File: config.mk
export PLATFORM = sky130hd
export DESIGN_NAME = combination_lock
export DESIGN_NICKNAME = d
export VERILOG_FILES = /design/src/rtl/lock_pkg.sv /design/src/rtl/lockout_timer.sv /design/src/rtl/combination_lock.sv
export SDC_FILE = /design/constraint.sdc
export NUM_CORES = 1
export LEC_CHECK = 0
export CORE_ASPECT_RATIO = 0.7
export CORE_MARGIN = 1
export CORE_UTILIZATION = 55
export DETAILED_ROUTE_END_ITERATION = 10
export GPL_TIMING_DRIVEN = 0
export PLACE_DENSITY = 0.86
export SLEW_MARGIN = 20
export SYNTH_ARGS = -nofsm -noshare
export SYNTH_HDL_FRONTEND = slang
export SYNTH_SLANG_ARGS = --single-unit
File: constraint.sdc
create_clock -name clk -period 3.4 [get_ports clk]
set_input_delay 0.51 -clock clk [delete_from_list [all_inputs] [get_ports clk]]
set_output_delay 0.51 -clock clk [all_outputs]
set_load 0.05 [all_outputs]
File: src/rtl/lock_pkg.sv
// Shared definitions for the combination lock: state encodings and digit strobe codes.
package lock_pkg;

  typedef logic [2:0] lock_state_t;

  localparam lock_state_t ST_IDLE    = 3'd0;
  localparam lock_state_t ST_ENTRY   = 3'd1;
  localparam lock_state_t ST_OPEN    = 3'd2;
  localparam lock_state_t ST_PROG    = 3'd3;
  localparam lock_state_t ST_LOCKOUT = 3'd4;

  localparam logic [1:0] DIGIT_ONE  = 2'b10;
  localparam logic [1:0] DIGIT_ZERO = 2'b01;

  // Only the two one-hot strobes are digits; 2'b00 and 2'b11 are both "nothing".
  function automatic logic digit_valid(input logic [1:0] d);
    return (d == DIGIT_ONE) || (d == DIGIT_ZERO);
  endfunction

endpackage

File: src/rtl/lockout_timer.sv
// Down-counter for the lockout period: load presets it, count decrements it, done flags zero.
module lockout_timer #(
  parameter int WIDTH      = 9,
  parameter int LOAD_VALUE = 299
) (
  input  logic clk,
  input  logic srst,
  input  logic load,
  input  logic count,
  output logic done
);

  logic [WIDTH-1:0] count_reg;

  always_ff @(posedge clk) begin
    if (srst) begin
      count_reg <= '0;
    end else if (load) begin
      count_reg <= WIDTH'(LOAD_VALUE);
    end else if (count && (count_reg != '0)) begin
      count_reg <= count_reg - 1'b1;
    end
  end

  assign done = (count_reg == '0);

endmodule

File: src/rtl/combination_lock.sv
// Serial-entry combination lock with attempt limiting, timed lockout and in-field reprogramming.
module combination_lock
  import lock_pkg::*;
#(
  parameter int                  CODE_LEN       = 4,
  parameter int                  MAX_ATTEMPTS   = 3,
  parameter int                  LOCKOUT_CYCLES = 300,
  parameter logic [CODE_LEN-1:0] DEFAULT_CODE   = 4'b1001
) (
  input  logic                              clk,
  input  logic                              srst,
  input  logic [1:0]                        digit,
  input  logic                              relock,
  input  logic                              prog,
  output logic                              unlocked,
  output logic                              locked_out,
  output logic                              programming,
  output logic [$clog2(CODE_LEN+1)-1:0]     digit_count,
  output logic [3:0]                        attempts_left
);

  localparam int              CW            = $clog2(CODE_LEN + 1);
  localparam int              TW            = (LOCKOUT_CYCLES > 1) ? $clog2(LOCKOUT_CYCLES) : 1;
  localparam logic [3:0]      ATTEMPTS_FULL = 4'(MAX_ATTEMPTS);
  localparam logic [CW-1:0]   LAST_COUNT    = CW'(CODE_LEN);

  typedef logic [CODE_LEN-1:0] code_t;

  lock_state_t state_reg, state_next;
  code_t       code_reg, code_next;
  code_t       entry_reg, entry_next;
  logic [CW-1:0] count_reg, count_next;
  logic [3:0]  attempts_reg, attempts_next;
  logic        unlocked_reg, locked_out_reg, programming_reg;

  logic        timer_load;
  logic        timer_done;
  logic        is_digit;
  code_t       entry_base;
  code_t       entry_shift;
  logic [CW-1:0] count_base;
  logic [CW-1:0] count_inc;
  logic        last_digit;

  lockout_timer #(
    .WIDTH      (TW),
    .LOAD_VALUE (LOCKOUT_CYCLES - 1)
  ) u_lockout_timer (
    .clk   (clk),
    .srst  (srst),
    .load  (timer_load),
    .count (state_reg == ST_LOCKOUT),
    .done  (timer_done)
  );

  // IDLE always starts a fresh entry, so shift from zero regardless of leftovers.
  assign is_digit    = digit_valid(digit);
  assign entry_base  = (state_reg == ST_IDLE) ? '0 : entry_reg;
  assign count_base  = (state_reg == ST_IDLE) ? '0 : count_reg;
  assign entry_shift = (entry_base << 1) | code_t'(digit == DIGIT_ONE);
  assign count_inc   = count_base + 1'b1;
  assign last_digit  = (count_inc == LAST_COUNT);

  always_comb begin
    state_next    = state_reg;
    code_next     = code_reg;
    entry_next    = entry_reg;
    count_next    = count_reg;
    attempts_next = attempts_reg;
    timer_load    = 1'b0;

    case (state_reg)
      ST_IDLE, ST_ENTRY: begin
        if (is_digit) begin
          if (last_digit) begin
            entry_next = '0;
            count_next = '0;
            if (entry_shift == code_reg) begin
              state_next    = ST_OPEN;
              attempts_next = ATTEMPTS_FULL;
            end else if (attempts_reg <= 4'd1) begin
              state_next    = ST_LOCKOUT;
              attempts_next = 4'd0;
              timer_load    = 1'b1;
            end else begin
              state_next    = ST_IDLE;
              attempts_next = attempts_reg - 4'd1;
            end
          end else begin
            state_next = ST_ENTRY;
            entry_next = entry_shift;
            count_next = count_inc;
          end
        end
      end

      ST_OPEN: begin
        if (relock) begin
          state_next = ST_IDLE;
        end else if (prog) begin
          state_next = ST_PROG;
          entry_next = '0;
          count_next = '0;
        end
      end

      ST_PROG: begin
        if (relock) begin
          state_next = ST_IDLE;
          entry_next = '0;
          count_next = '0;
        end else if (is_digit) begin
          if (last_digit) begin
            state_next = ST_OPEN;
            code_next  = entry_shift;
            entry_next = '0;
            count_next = '0;
          end else begin
            entry_next = entry_shift;
            count_next = count_inc;
          end
        end
      end

      ST_LOCKOUT: begin
        if (timer_done) begin
          state_next    = ST_IDLE;
          attempts_next = ATTEMPTS_FULL;
          entry_next    = '0;
          count_next    = '0;
        end
      end

      default: begin
        state_next    = ST_IDLE;
        entry_next    = '0;
        count_next    = '0;
        attempts_next = ATTEMPTS_FULL;
      end
    endcase
  end

  always_ff @(posedge clk) begin
    if (srst) begin
      state_reg       <= ST_IDLE;
      code_reg        <= DEFAULT_CODE;
      entry_reg       <= '0;
      count_reg       <= '0;
      attempts_reg    <= ATTEMPTS_FULL;
      unlocked_reg    <= 1'b0;
      locked_out_reg  <= 1'b0;
      programming_reg <= 1'b0;
    end else begin
      state_reg       <= state_next;
      code_reg        <= code_next;
      entry_reg       <= entry_next;
      count_reg       <= count_next;
      attempts_reg    <= attempts_next;
      unlocked_reg    <= (state_next == ST_OPEN);
      locked_out_reg  <= (state_next == ST_LOCKOUT);
      programming_reg <= (state_next == ST_PROG);
    end
  end

  assign unlocked      = unlocked_reg;
  assign locked_out    = locked_out_reg;
  assign programming   = programming_reg;
  assign digit_count   = count_reg;
  assign attempts_left = attempts_reg;

endmodule

# Word level (Yosys, flattened, before mapping)
# Index checks and enable logic that the tools add are counted.
classes:
  add_sub_neg: 3
  n_mul: 0
  div_mod_pow: 0
  order_cmp: 1
  n_eq_ne: 16
  shifts: 0
  mux: 40
  bitwise_logic: 3
  reduce_logical: 12
ops:
  columns: ["cell", "count"]
  rows:
  - ["2-to-1 mux 3 bit", 18]
  - ["2-to-1 mux 4 bit", 11]
  - ["one-hot mux 3 bit (4 select lines)", 2]
  - ["2-to-1 mux 9 bit", 2]
  - ["one-hot mux 4 bit (4 select lines)", 1]
  - ["== test 3 x 2 -> 1 bit, second input constant", 4]
  - ["one-hot mux 4 bit (3 select lines)", 1]
  - ["inequality test 2 bit, second input constant", 5]
  - ["== test 3 bit, second input constant", 3]
  - ["zero test 9 bit", 1]
  - ["nonzero test 9 bit", 1]
  - ["subtractor 9 x 1 -> 9 bit, second input constant", 1]
  - ["AND reduction 4 bit", 2]
  - ["OR reduction 2 bit", 3]
  - ["2-to-1 mux 1 bit", 5]
  - ["== test 4 bit", 1]
  - ["less-or-equal comparator 4 x 1 -> 1 bit, second input constant", 1]
  - ["bitwise OR 4 x 1 -> 4 bit", 1]
  - ["subtractor 4 x 1 -> 4 bit, second input constant", 1]
  - ["adder 3 x 1 -> 3 bit, second input constant", 1]
  - ["== test 3 x 1 -> 1 bit, second input constant", 1]
  - ["zero test 3 bit", 1]
  - ["AND reduction 3 bit", 1]
  - ["== test 2 x 1 -> 1 bit, second input constant", 1]
  - ["other kinds (5)", 6]
word_totals:
  regBits: 30
  latchBits: 0
  mem_bits_rw: 0
  romBits: 0
  output_inout_bits: 10
  mem_count: 0

# Depth between registers and ports, before layout
# Gate-level depths: netlist (run 1).
logic_depth:
  depth_word: 9
  mapped_depth: 11
  ltp_nobuf: 10

# Hierarchy
# A second synthesis (run 1) with hierarchy kept.
unflattened:
  cells_unflattened: 189
  area_unflattened_um2: 1671.6
modules_own_cells:
  columns: ["mod", "n_inst", "cells_per_inst", "area_each_um2", "seq_area_each_um2"]
  rows:
  - ["combination_lock", 1, 129, 1148.6, 400.4]
  - ["lockout_timer", 1, 60, 523.0, 180.2]

# Worst setup path after synthesis (run 1)
# No wires, ideal clock.
synth_timing:
  path_kind: "register to register"
  from: "register state_reg[1]"
  to: "register code_reg[1]"
  arrival_time_ns: 2.334
  required_ns: 3.330
  path_slack_ns: 0.996
  path_stages_with_launch: 11
  n_path_buf: 2
  synth_period_minus_slack_ns: 2.404
  path_cell_list: "dfxtp_1 -> buf_2 -> or3_1 -> and2_1 -> inv_1 -> ha_1 -> nand2b_4 -> or3_1 -> clkbuf_2 -> or3b_1 -> a21oi_1"
synth_via:
  elab_chain_cells: 5
  word_cells_on_any_way: 8
  classes_between: "add/sub (1); eq/ne (2); mux (2); bitwise (1); reduce/logical (2)"
synth_lines:
  columns: ["item", "line", "rtl"]
  rows:
  - ["from (decl)", "combination_lock.sv:29", "lock_state_t state_reg, state_next;"]
  - ["from (signal assigned)", "combination_lock.sv:154", "state_reg <= state_next;"]
  - ["zero test 3 bit", "combination_lock.sv:58, combination_lock.sv:59", null]
  - ["2-to-1 mux 3 bit", "combination_lock.sv:59", "assign count_base = (state_reg == ST_IDLE) ? '0 : count_reg;"]
  - ["adder 3 x 1 -> 3 bit", "combination_lock.sv:61", "assign count_inc = count_base + 1'b1;"]
  - ["== test 3 bit", "combination_lock.sv:62", "assign last_digit = (count_inc == LAST_COUNT);"]
  - ["AND reduction 4 bit (no source line)", null, null]
  - ["to (signal assigned)", "combination_lock.sv:155", "code_reg <= code_next;"]
  - ["to (decl)", "combination_lock.sv:30", "code_t code_reg, code_next;"]
# Parallel ways exist; a longest one is shown, timed or not.
# A chain may end at the register's enable or synchronous reset.

# Worst setup path in the final report (run 1)
# Ends and elaborated chain as after synthesis.

==> results.json, run 1 <==
{
  "post_cts_buffers": 0,
  "grt_overflow": 0,
  "rsz0062_at_grt": "false",
  "ant_nets": 0,
  "port_buffers": 15,
  "cts_sinks": 29,
  "maxCapViolations": 0,
  "postCtsHoldBufs": 0,
  "slowest_delay_ns": 0.46,
  "hp-class": "reg -> reg",
  "clkLatencyLatePin_ns": 0.29,
  "cts_tree": "built",
  "slowest_stage": "or3_1",
  "route.vias.total": 1297,
  "met2_usage_pct": 40.41,
  "grt_antenna_before_repair": 0,
  "ys_seq_area_share_pct": 37.12,
  "grt_pass1_wl_mm": 5.644,
  "ir_drop_uv": 214.1,
  "synthFlopType": "dfxtp_1",
  "gp_congestion": 0.8442,
  "grt_pass1_vias": 1201,
  "largest_reg_flops": 9,
  "path_clk_slew_ns": 0.06,
  "h-tree-depth": 2,
  "worst-path-buf-inv": 3,
  "viasPerCell": 5.664,
  "drc": 0,
  "grtUsageMet3_pct": 7.673,
  "pin_count": 16,
  "critPathTopFamily": "simple AND/OR/NAND/NOR gates",
  "period_needed_ns": 2.706,
  "synthCells": 173,
  "drtIter0Drc": 89,
  "async_flop_share_pct": 0,
  "totalWireLength_mm": 3.342,
  "numCtsBuffers": 5,
  "power_density_nw_per_um2": 392.6,
  "worst_pin_slew_ns": 0.5186,
  "critPathLaunchType": "flip-flop",
  "cp_common_cell": "or3_1",
  "slew_viol_final": 0,
  "clock.fmax_mhz": 369.6,
  "synth_nets": 187,
  "die-area_sq_um": 3064,
  "synth_top_area_cell": "dfxtp_1",
  "yosysTopAreaCellShare_pct": 37.12,
  "finalNetCount": 209,
  "final_layout_size_suffix_gt1_share_pct": 9.744,
  "relSlewSlack_pct": 65.32,
  "ys_types": 49,
  "synthesis.area_sq_um": 1564,
  "path_class": "reg -> reg",
  "routedWlPerCell_microns": 14.59,
  "path_cells": "buf_2 -> or3_1 -> and2_1 -> inv_1 -> ha_1 -> nand2b_4 -> or3_1 -> clkbuf_2 -> or3b_1 -> a21oi_1",
  "busiest_layer": "met2",
  "worst_setup_path_end_kind": "flip-flop",
  "leakagePower_nw": 0.7148,
  "grt_usage_pct": 26.19,
  "whs_ns": 0.4855,
  "critical_path.max_fanout": 10,
  "syn_area_per_cell_sq_um": 9.040,
  "final_util_pct": 71.68,
  "clock_skew_ns": 0.008841,
  "die_w_microns": 65.74,
  "synth_edf_count": 0,
  "yosys-top-cells-area": "dfxtp_1 37%, ha_1 6.4%, xor2_1 5.0%",
  "synth-seq-cells": 29,
  "finalHoldViolations": 0,
  "n_antenna_cell": 0,
  "required_ns": 3.61,
  "grtUsageMet1_pct": 34.23,
  "yosys_warnings": 0,
  "cts_resized": 0,
  "fin_crit_sh_pct": 79.58,
  "core_sq_um": 2571,
  "grt_max_degree": 11,
  "status": "complete, no violations",
  "dpl.hpwl_mm": 2.534,
  "cts-root-buf": "clkbuf_8",
  "clockBufferDepth": 2,
  "tns_ns": 0,
  "die_height_microns": 46.62,
  "row_count": 15,
  "final_common_cell": "dfxtp_1",
  "cp.arrival_ns": 2.91,
  "area_delta_synth_final_pct": 17.84,
  "layout_common_cells": "29 x dfxtp_1, 17 x nor2_1, 15 x clkdlybuf4s50_1",
  "dr.pass1.iters": 4,
  "finalSetupViolations": 0,
  "start_util_pct": 60.83
}
==> worst reg2reg max path, stage by stage, from the launching register on <==
cell	delay, ns
dfxtp_1	0.34
buf_2	0.19
or3_1	0.46
and2_1	0.21
inv_1	0.06
ha_1	0.21
nand2b_4	0.09
or3_1	0.38
clkbuf_2	0.18
or3b_1	0.37
a21oi_1	0.13
==> stage by stage <==
step | setup slack (ns) | instance area (sq um) | power (mW) | cells
3_3_place_gp | 0.7572 | 1757 | 0.4444 | 222
5_1_grt | 0.5218 | 1843 | 0.7471 | 229
4_1_cts | 0.7041 | 1843 | 0.7274 | 229
3_5_place_dp | 0.6730 | 1757 | 0.4474 | 222
6_report | 0.6941 | 1843 | 0.7236 | 229
2_1_floorplan | 0.9958 | 1564 | 0.4185 | 173
==> cell families (layout without fill, tap and decap cells) <==
family	after synthesis	after routing	share of synthesized area (%)
simple gates	68	68	25.52
compound gates	37	37	18.00
fa+ha+maj	8	8	6.400
buf+inv	19	41	6.159
mux	1	1	0.6400
xor+xnor	11	11	6.160
flops	29	29	37.12
==> report_power, final <==
part / switching (mW) / internal, mW
Sequential: 0.00806 / 0.348
Combinational: 0.0517 / 0.0329
Clock: 0.123 / 0.160
==> per-layer routing <==
layer  routed length [microns]  part of all wire (%)
met1                      1645                    49
met2                      1483                    44
met3                       158                   4.7
met4                        55                   1.6
met5                         0                     0
==> synthesized netlist by cell type, types with 2 or more instances <==
master / number
dfxtp_1: 29
nor2_1: 17
inv_1: 12
nor3_1: 10
nand2_1: 9
xor2_1: 9
ha_1: 8
a21oi_1: 7
a22o_1: 4
nand3_1: 4
a211oi_1: 3
a31oi_1: 3
and2_1: 3
buf_6: 3
a211o_1: 2
a21oi_2: 2
clkbuf_1: 2
nand2b_1: 2
nand3b_1: 2
nand4b_1: 2
nor2b_1: 2
nor3b_1: 2
nor4_1: 2
nor4b_1: 2
o21ai_0: 2
o22ai_1: 2
o31a_1: 2
o32a_1: 2
or3_1: 2
or3b_1: 2
xnor2_1: 2
==> final cells by class <==
class	instances	area [sq um]
multi-input combinational	125	887.1
fill	194	728.2
sequential	29	580.6
timing repair buffer	15	150.1
clock buffer	7	86.33
buffer	7	51.30
inverter	12	45.04
tap	34	42.54
==> final timing paths <==
check	from	to	slack, ns	cells past startpoint
worst max-delay path	state_reg[1]	code_reg[1]	0.69	10
worst min-delay path	code_reg[0]	code_reg[0]	0.49	1
worst max register to register	state_reg[1]	code_reg[1]	0.69	10
worst min register to register	code_reg[0]	code_reg[0]	0.49	1
Note: power is estimated with default switching activity, not from simulation.
==> inputs of run 2 (changes only) <==
Clock period 3.4 ns to 2.7 ns, I/O delays scaled along.
==> run 2 against run 1 <==
Net effect: critical path depth is 1 lower; non-clock buffer count is 1 lower; sequential share of layout area is 0.085 points lower; core utilization is 0.19 points higher; combinational power is 28% higher; design area is 0.27% higher; clock skew is 0.0011 ns higher; count of clock-buffer cells in the layout stayed put; critical endpoint unchanged; largest cell class unchanged; largest power group unchanged.
==> results.json, run 2 (synthesis gave the netlist of run 1 again) <==
{
  "grt_pass1_vias": 1201,
  "start_util_pct": 60.83,
  "critPathTopFamily": "simple AND/OR/NAND/NOR gates",
  "drtIter0Drc": 78,
  "highest_layer": "met4",
  "relSlewSlack_pct": 65.44,
  "path_cells": "buf_2 -> or3_4 -> and2_1 -> inv_1 -> ha_1 -> nand2b_4 -> or3_4 -> or3b_1 -> a21oi_1",
  "grt_usage_pct": 26.19,
  "wl_met1_mm": 1.591,
  "critical_path.max_fanout": 10,
  "maxCapViolations": 0,
  "area_delta_synth_final_pct": 18.16,
  "die-area_sq_um": 3064,
  "numCtsBuffers": 5,
  "hp-class": "reg -> reg",
  "cts_sinks": 29,
  "layout_common_cells": "29 x dfxtp_1, 17 x nor2_1, 15 x clkdlybuf4s50_1",
  "grt_pass1_wl_mm": 5.644,
  "status": "complete, no violations",
  "gp_congestion": 0.8442,
  "worst_pin_slew_ns": 0.5167,
  "finalNetCount": 208,
  "ant_nets": 0,
  "clockBufferDepth": 2,
  "finalInstanceArea_sq_um": 1848,
  "cp_common_cell": "or3_4",
  "power_density_nw_per_um2": 493.0,
  "die_height_microns": 46.62,
  "largest_reg_flops": 9,
  "slowest_delay_ns": 0.44,
  "route.vias.total": 1311,
  "path_class": "reg -> reg",
  "tns_ns": 0,
  "ir_drop_uv": 268.1,
  "port_buffers": 15,
  "cts-root-buf": "clkbuf_8",
  "routedWlPerCell_microns": 14.48,
  "worst_setup_path_end_kind": "flip-flop",
  "dr.pass1.iters": 6,
  "finalSetupViolations": 0,
  "drc": 0,
  "die_w_microns": 65.74,
  "viasPerCell": 5.750,
  "n_antenna_cell": 0,
  "core_sq_um": 2571,
  "clock_skew_ns": 0.009892,
  "slew_viol_final": 0,
  "totalWireLength_mm": 3.301,
  "cp.arrival_ns": 2.72,
  "worst-path-buf-inv": 2,
  "critPathLaunchType": "flip-flop",
  "slowest_stage": "or3_4",
  "final_layout_size_suffix_gt1_share_pct": 10.31,
  "dpl.hpwl_mm": 2.534,
  "clock.fmax_mhz": 396.6,
  "dr_wl_met2_mm": 1.486,
  "cts_tree": "built",
  "rsz0062_at_grt": "false",
  "place_area_sq_um": 1757,
  "finalHoldViolations": 0,
  "path_clk_slew_ns": 0.06,
  "period_needed_ns": 2.522,
  "clkLatencyLatePin_ns": 0.28,
  "required_ns": 2.90,
  "grt_antenna_before_repair": 0,
  "post_cts_buffers": 0,
  "h-tree-depth": 2,
  "final_common_cell": "dfxtp_1",
  "grt_overflow": 0,
  "grt_max_degree": 11,
  "row_count": 15,
  "pin_count": 16,
  "wl_met3_microns": 177,
  "fin_crit_sh_pct": 93.39,
  "leakagePower_nw": 0.7125
}
-- run 2: cell types whose count changed in the layout (fill, tap and decap cells not counted), sizes merged --
cell | before | now
clkbuf | 10 | 9
-- run 2: worst paths after layout --
check / depth (start not counted) / to / from / slack [ns]
max: 9 / code_reg[1] / state_reg[1] / 0.18
min: 1 / code_reg[0] / code_reg[0] / 0.49
max reg2reg: 9 / code_reg[1] / state_reg[1] / 0.18
min reg2reg: 1 / code_reg[0] / code_reg[0] / 0.49
-- run 2: through the flow --
| step | hold WS [ns] | instances | power [mW] | util (%) | worst slack (ns) |
|---|---|---|---|---|---|
| final | 0.4855 | 228 | 0.9112 | 71.87 | 0.1784 |
| after floorplan | 0.4423 | 173 | 0.5271 | - | 0.2958 |
| after global routing | 0.5159 | 228 | 0.9421 | 71.87 | 0.02848 |
| after CTS | 0.4920 | 229 | 0.9159 | 71.68 | 0.004090 |
| after global placement | 0.4655 | 222 | 0.5596 | 68.32 | 0.1158 |
| after detailed placement | 0.4748 | 222 | 0.5634 | 68.32 | 0.03550 |
-- run 2: power breakdown --
part / total [mW] / switching (mW) / internal (mW) / leakage [nW]
Clock: 0.356 / 0.154 / 0.201 / 0.0443
Sequential: 0.448 / 0.00998 / 0.438 / 0.235
Combinational: 0.108 / 0.0651 / 0.0426 / 0.433
-- run 2: layout make-up --
type	instances	area, sq um
clock buffer	7	86.33
timing repair buffer	15	150.1
fill	192	723.2
inverter	12	45.04
buffer	6	46.29
tap	34	42.54
sequential	29	580.6
multi-input combinational	125	897.1
-- run 2: routing by layer --
layer,vias to the layer above,GRT usage [%]
met2,37,40.41
li1,655,-
met3,6,7.673
met1,613,34.23
met5,-,0
met4,0,11.30
-- run 2: repair_timing --
| item | in CTS | in global routing |
|---|---|---|
| hold endpoints to repair | 0 | 0 |
| gates resized for setup | 0 | 2 |
| endpoints found under the setup margin | 0 | 1 |
| hold buffers | 0 | 0 |
==> inputs of run 3 (changes only) <==
Settings changed: TNS_END_PERCENT from default to 30.
Clock period 2.7 ns to 2.41 ns, I/O delays scaled along.
==> run 3 against run 2 <==
Net effect: combinational power up 12%; routed wire length is 1.5% higher; via count fell by 1.9%; final cell count grew 0.44%; die area stayed put; total power up 12%; clock power up 12%; critical path depth is the same; setup slack lost 0.12 ns; register-to-register slack worse by 0.12 ns; global-route usage decreased by 0.38 points; sequential power is 12% higher; critical path type unchanged.
==> results.json, run 3 (synthesis gave the netlist of run 1 again) <==
{
  "fin_crit_sh_pct": 97.38,
  "ir_drop_uv": 303.0,
  "slew_viol_final": 0,
  "slowest_delay_ns": 0.40,
  "required_ns": 2.62,
  "clockBufferDepth": 2,
  "worst_pin_slew_ns": 0.5276,
  "hp-start": "code_reg[0]",
  "grt_overflow": 0,
  "grt_max_degree": 14,
  "hold_path_end": "code_reg[0]",
  "gp_congestion": 0.8442,
  "clock_skew_ns": 0.006735,
  "path_cells": "buf_6 -> or3_4 -> and2_4 -> inv_1 -> ha_4 -> nand2b_4 -> or3_4 -> or3b_4 -> a21oi_2",
  "cp.arrival_ns": 2.55,
  "row_count": 15,
  "numCtsBuffers": 5,
  "rr_endpoint": "code_reg[1]",
  "critical_path.max_fanout": 10,
  "dpl.hpwl_mm": 2.534,
  "grt_antenna_before_repair": 0,
  "final_util_pct": 73.43,
  "h-tree-depth": 2,
  "r2r_cells": 9,
  "finalHoldViolations": 0,
  "critPathLaunchType": "flip-flop",
  "ant_nets": 0,
  "clock.fmax_mhz": 426.1,
  "postCtsHoldBufs": 0,
  "worstReg2RegStart": "state_reg[2]",
  "dr_wl_met2_mm": 1.506,
  "power_density_nw_per_um2": 540.9,
  "drc": 0,
  "tns_ns": 0,
  "power_mw": 1.021,
  "routedWlPerCell_microns": 14.63,
  "whs_ns": 0.4857,
  "maxCapViolations": 0,
  "grt_pass1_vias": 1180,
  "leakagePower_nw": 0.7202,
  "n_antenna_cell": 0,
  "grt_pass1_wl_mm": 5.568,
  "core_sq_um": 2571,
  "cts-root-buf": "clkbuf_8",
  "die_w_microns": 65.74,
  "die-area_sq_um": 3064,
  "wl_met1_mm": 1.627,
  "final_common_cell": "dfxtp_1",
  "min_path_cells": 1,
  "fillers": 187,
  "die_height_microns": 46.62,
  "cp_common_cell": "or3_4",
  "grt_usage_pct": 25.81,
  "finalSetupViolations": 0,
  "wl_met3_microns": 163,
  "largest_reg_flops": 9,
  "pin_count": 16,
  "rsz0062_at_grt": "false",
  "path_class": "reg -> reg",
  "totalWireLength_mm": 3.350,
  "path_clk_slew_ns": 0.06,
  "route.vias.total": 1286,
  "viasPerCell": 5.616,
  "cts_sinks": 29,
  "reg2reg_slack_ns": 0.06,
  "start_util_pct": 60.83,
  "finalNetCount": 209,
  "relSlewSlack_pct": 64.83,
  "clkLatencyLatePin_ns": 0.28,
  "port_buffers": 15,
  "period_needed_ns": 2.347,
  "slowest_stage": "or3_4",
  "status": "complete, no violations",
  "layout_common_cells": "27 x dfxtp_1, 17 x nor2_1, 15 x clkdlybuf4s50_1",
  "hp-class": "reg -> reg",
  "drtIter0Drc": 78,
  "final_layout_size_suffix_gt1_share_pct": 14.36,
  "worst_setup_path_end_kind": "flip-flop",
  "dr.pass1.iters": 4,
  "highest_layer": "met4",
  "area_delta_synth_final_pct": 20.72,
  "cts_tree": "built"
}
-- run 3: what timing repair did --
| action | CTS | global route |
|---|---|---|
| setup endpoints to repair | 12 | 16 |
| cloned | 0 | 0 |
| gates resized for setup | 3 | 7 |
| pin swaps | 1 | 1 |
| setup buffers | 0 | 2 |
-- run 3: worst max-delay path: cells and delay by family (launching register included) --
family,cells,cell delay [ns]
flops,1,0.34
simple gates,5,1.44
fa+ha+maj,1,0.15
buf+inv,2,0.22
compound gates,1,0.13
-- run 3: per-stage QoR --
step                      std cells  setup slack [ns]  cell area (sq um)
after floorplan                 173          0.005774               1564
after global placement          222           -0.1742               1757
after detailed placement        222           -0.2545               1757
after CTS                       227           0.02392               1846
after global routing            229          0.007589               1888
final                           229           0.06320               1888
-- run 3: worst max path at each step --
stage,start,end,slack [ns],cells after the start
3_3_place_gp,state_reg[1],code_reg[1],-0.17,10
3_5_place_dp,state_reg[1],code_reg[1],-0.25,10
5_1_grt,state_reg[2],code_reg[1],0.008,9
4_1_cts,state_reg[2],code_reg[1],0.02,9
6_report,state_reg[2],code_reg[1],0.06,9
2_1_floorplan,state_reg[1],code_reg[1],0.006,10
-- run 3: metal layers --
metal	up-vias	GRT usage (%)
met5	-	0
met2	37	40.00
met1	588	34.08
met3	7	7.426
li1	654	-
met4	0	10.00
-- run 3: power by group --
group	internal [mW]	leakage (nW)	switching, mW
Sequential	0.491	0.236	0.0114
Clock	0.226	0.0443	0.172
Combinational	0.0479	0.440	0.0736
-- run 3: final cells by class --
cell class / instances / area (sq um) / share of cell area, %
Buffer: 5 / 41.29 / 2.187
Clock buffer: 7 / 86.33 / 4.573
Inverter: 12 / 45.04 / 2.386
Multi-Input combinational cell: 125 / 924.6 / 48.97
Sequential cell: 29 / 583.1 / 30.88
Tap cell: 34 / 42.54 / 2.253
Timing Repair Buffer: 17 / 165.2 / 8.747
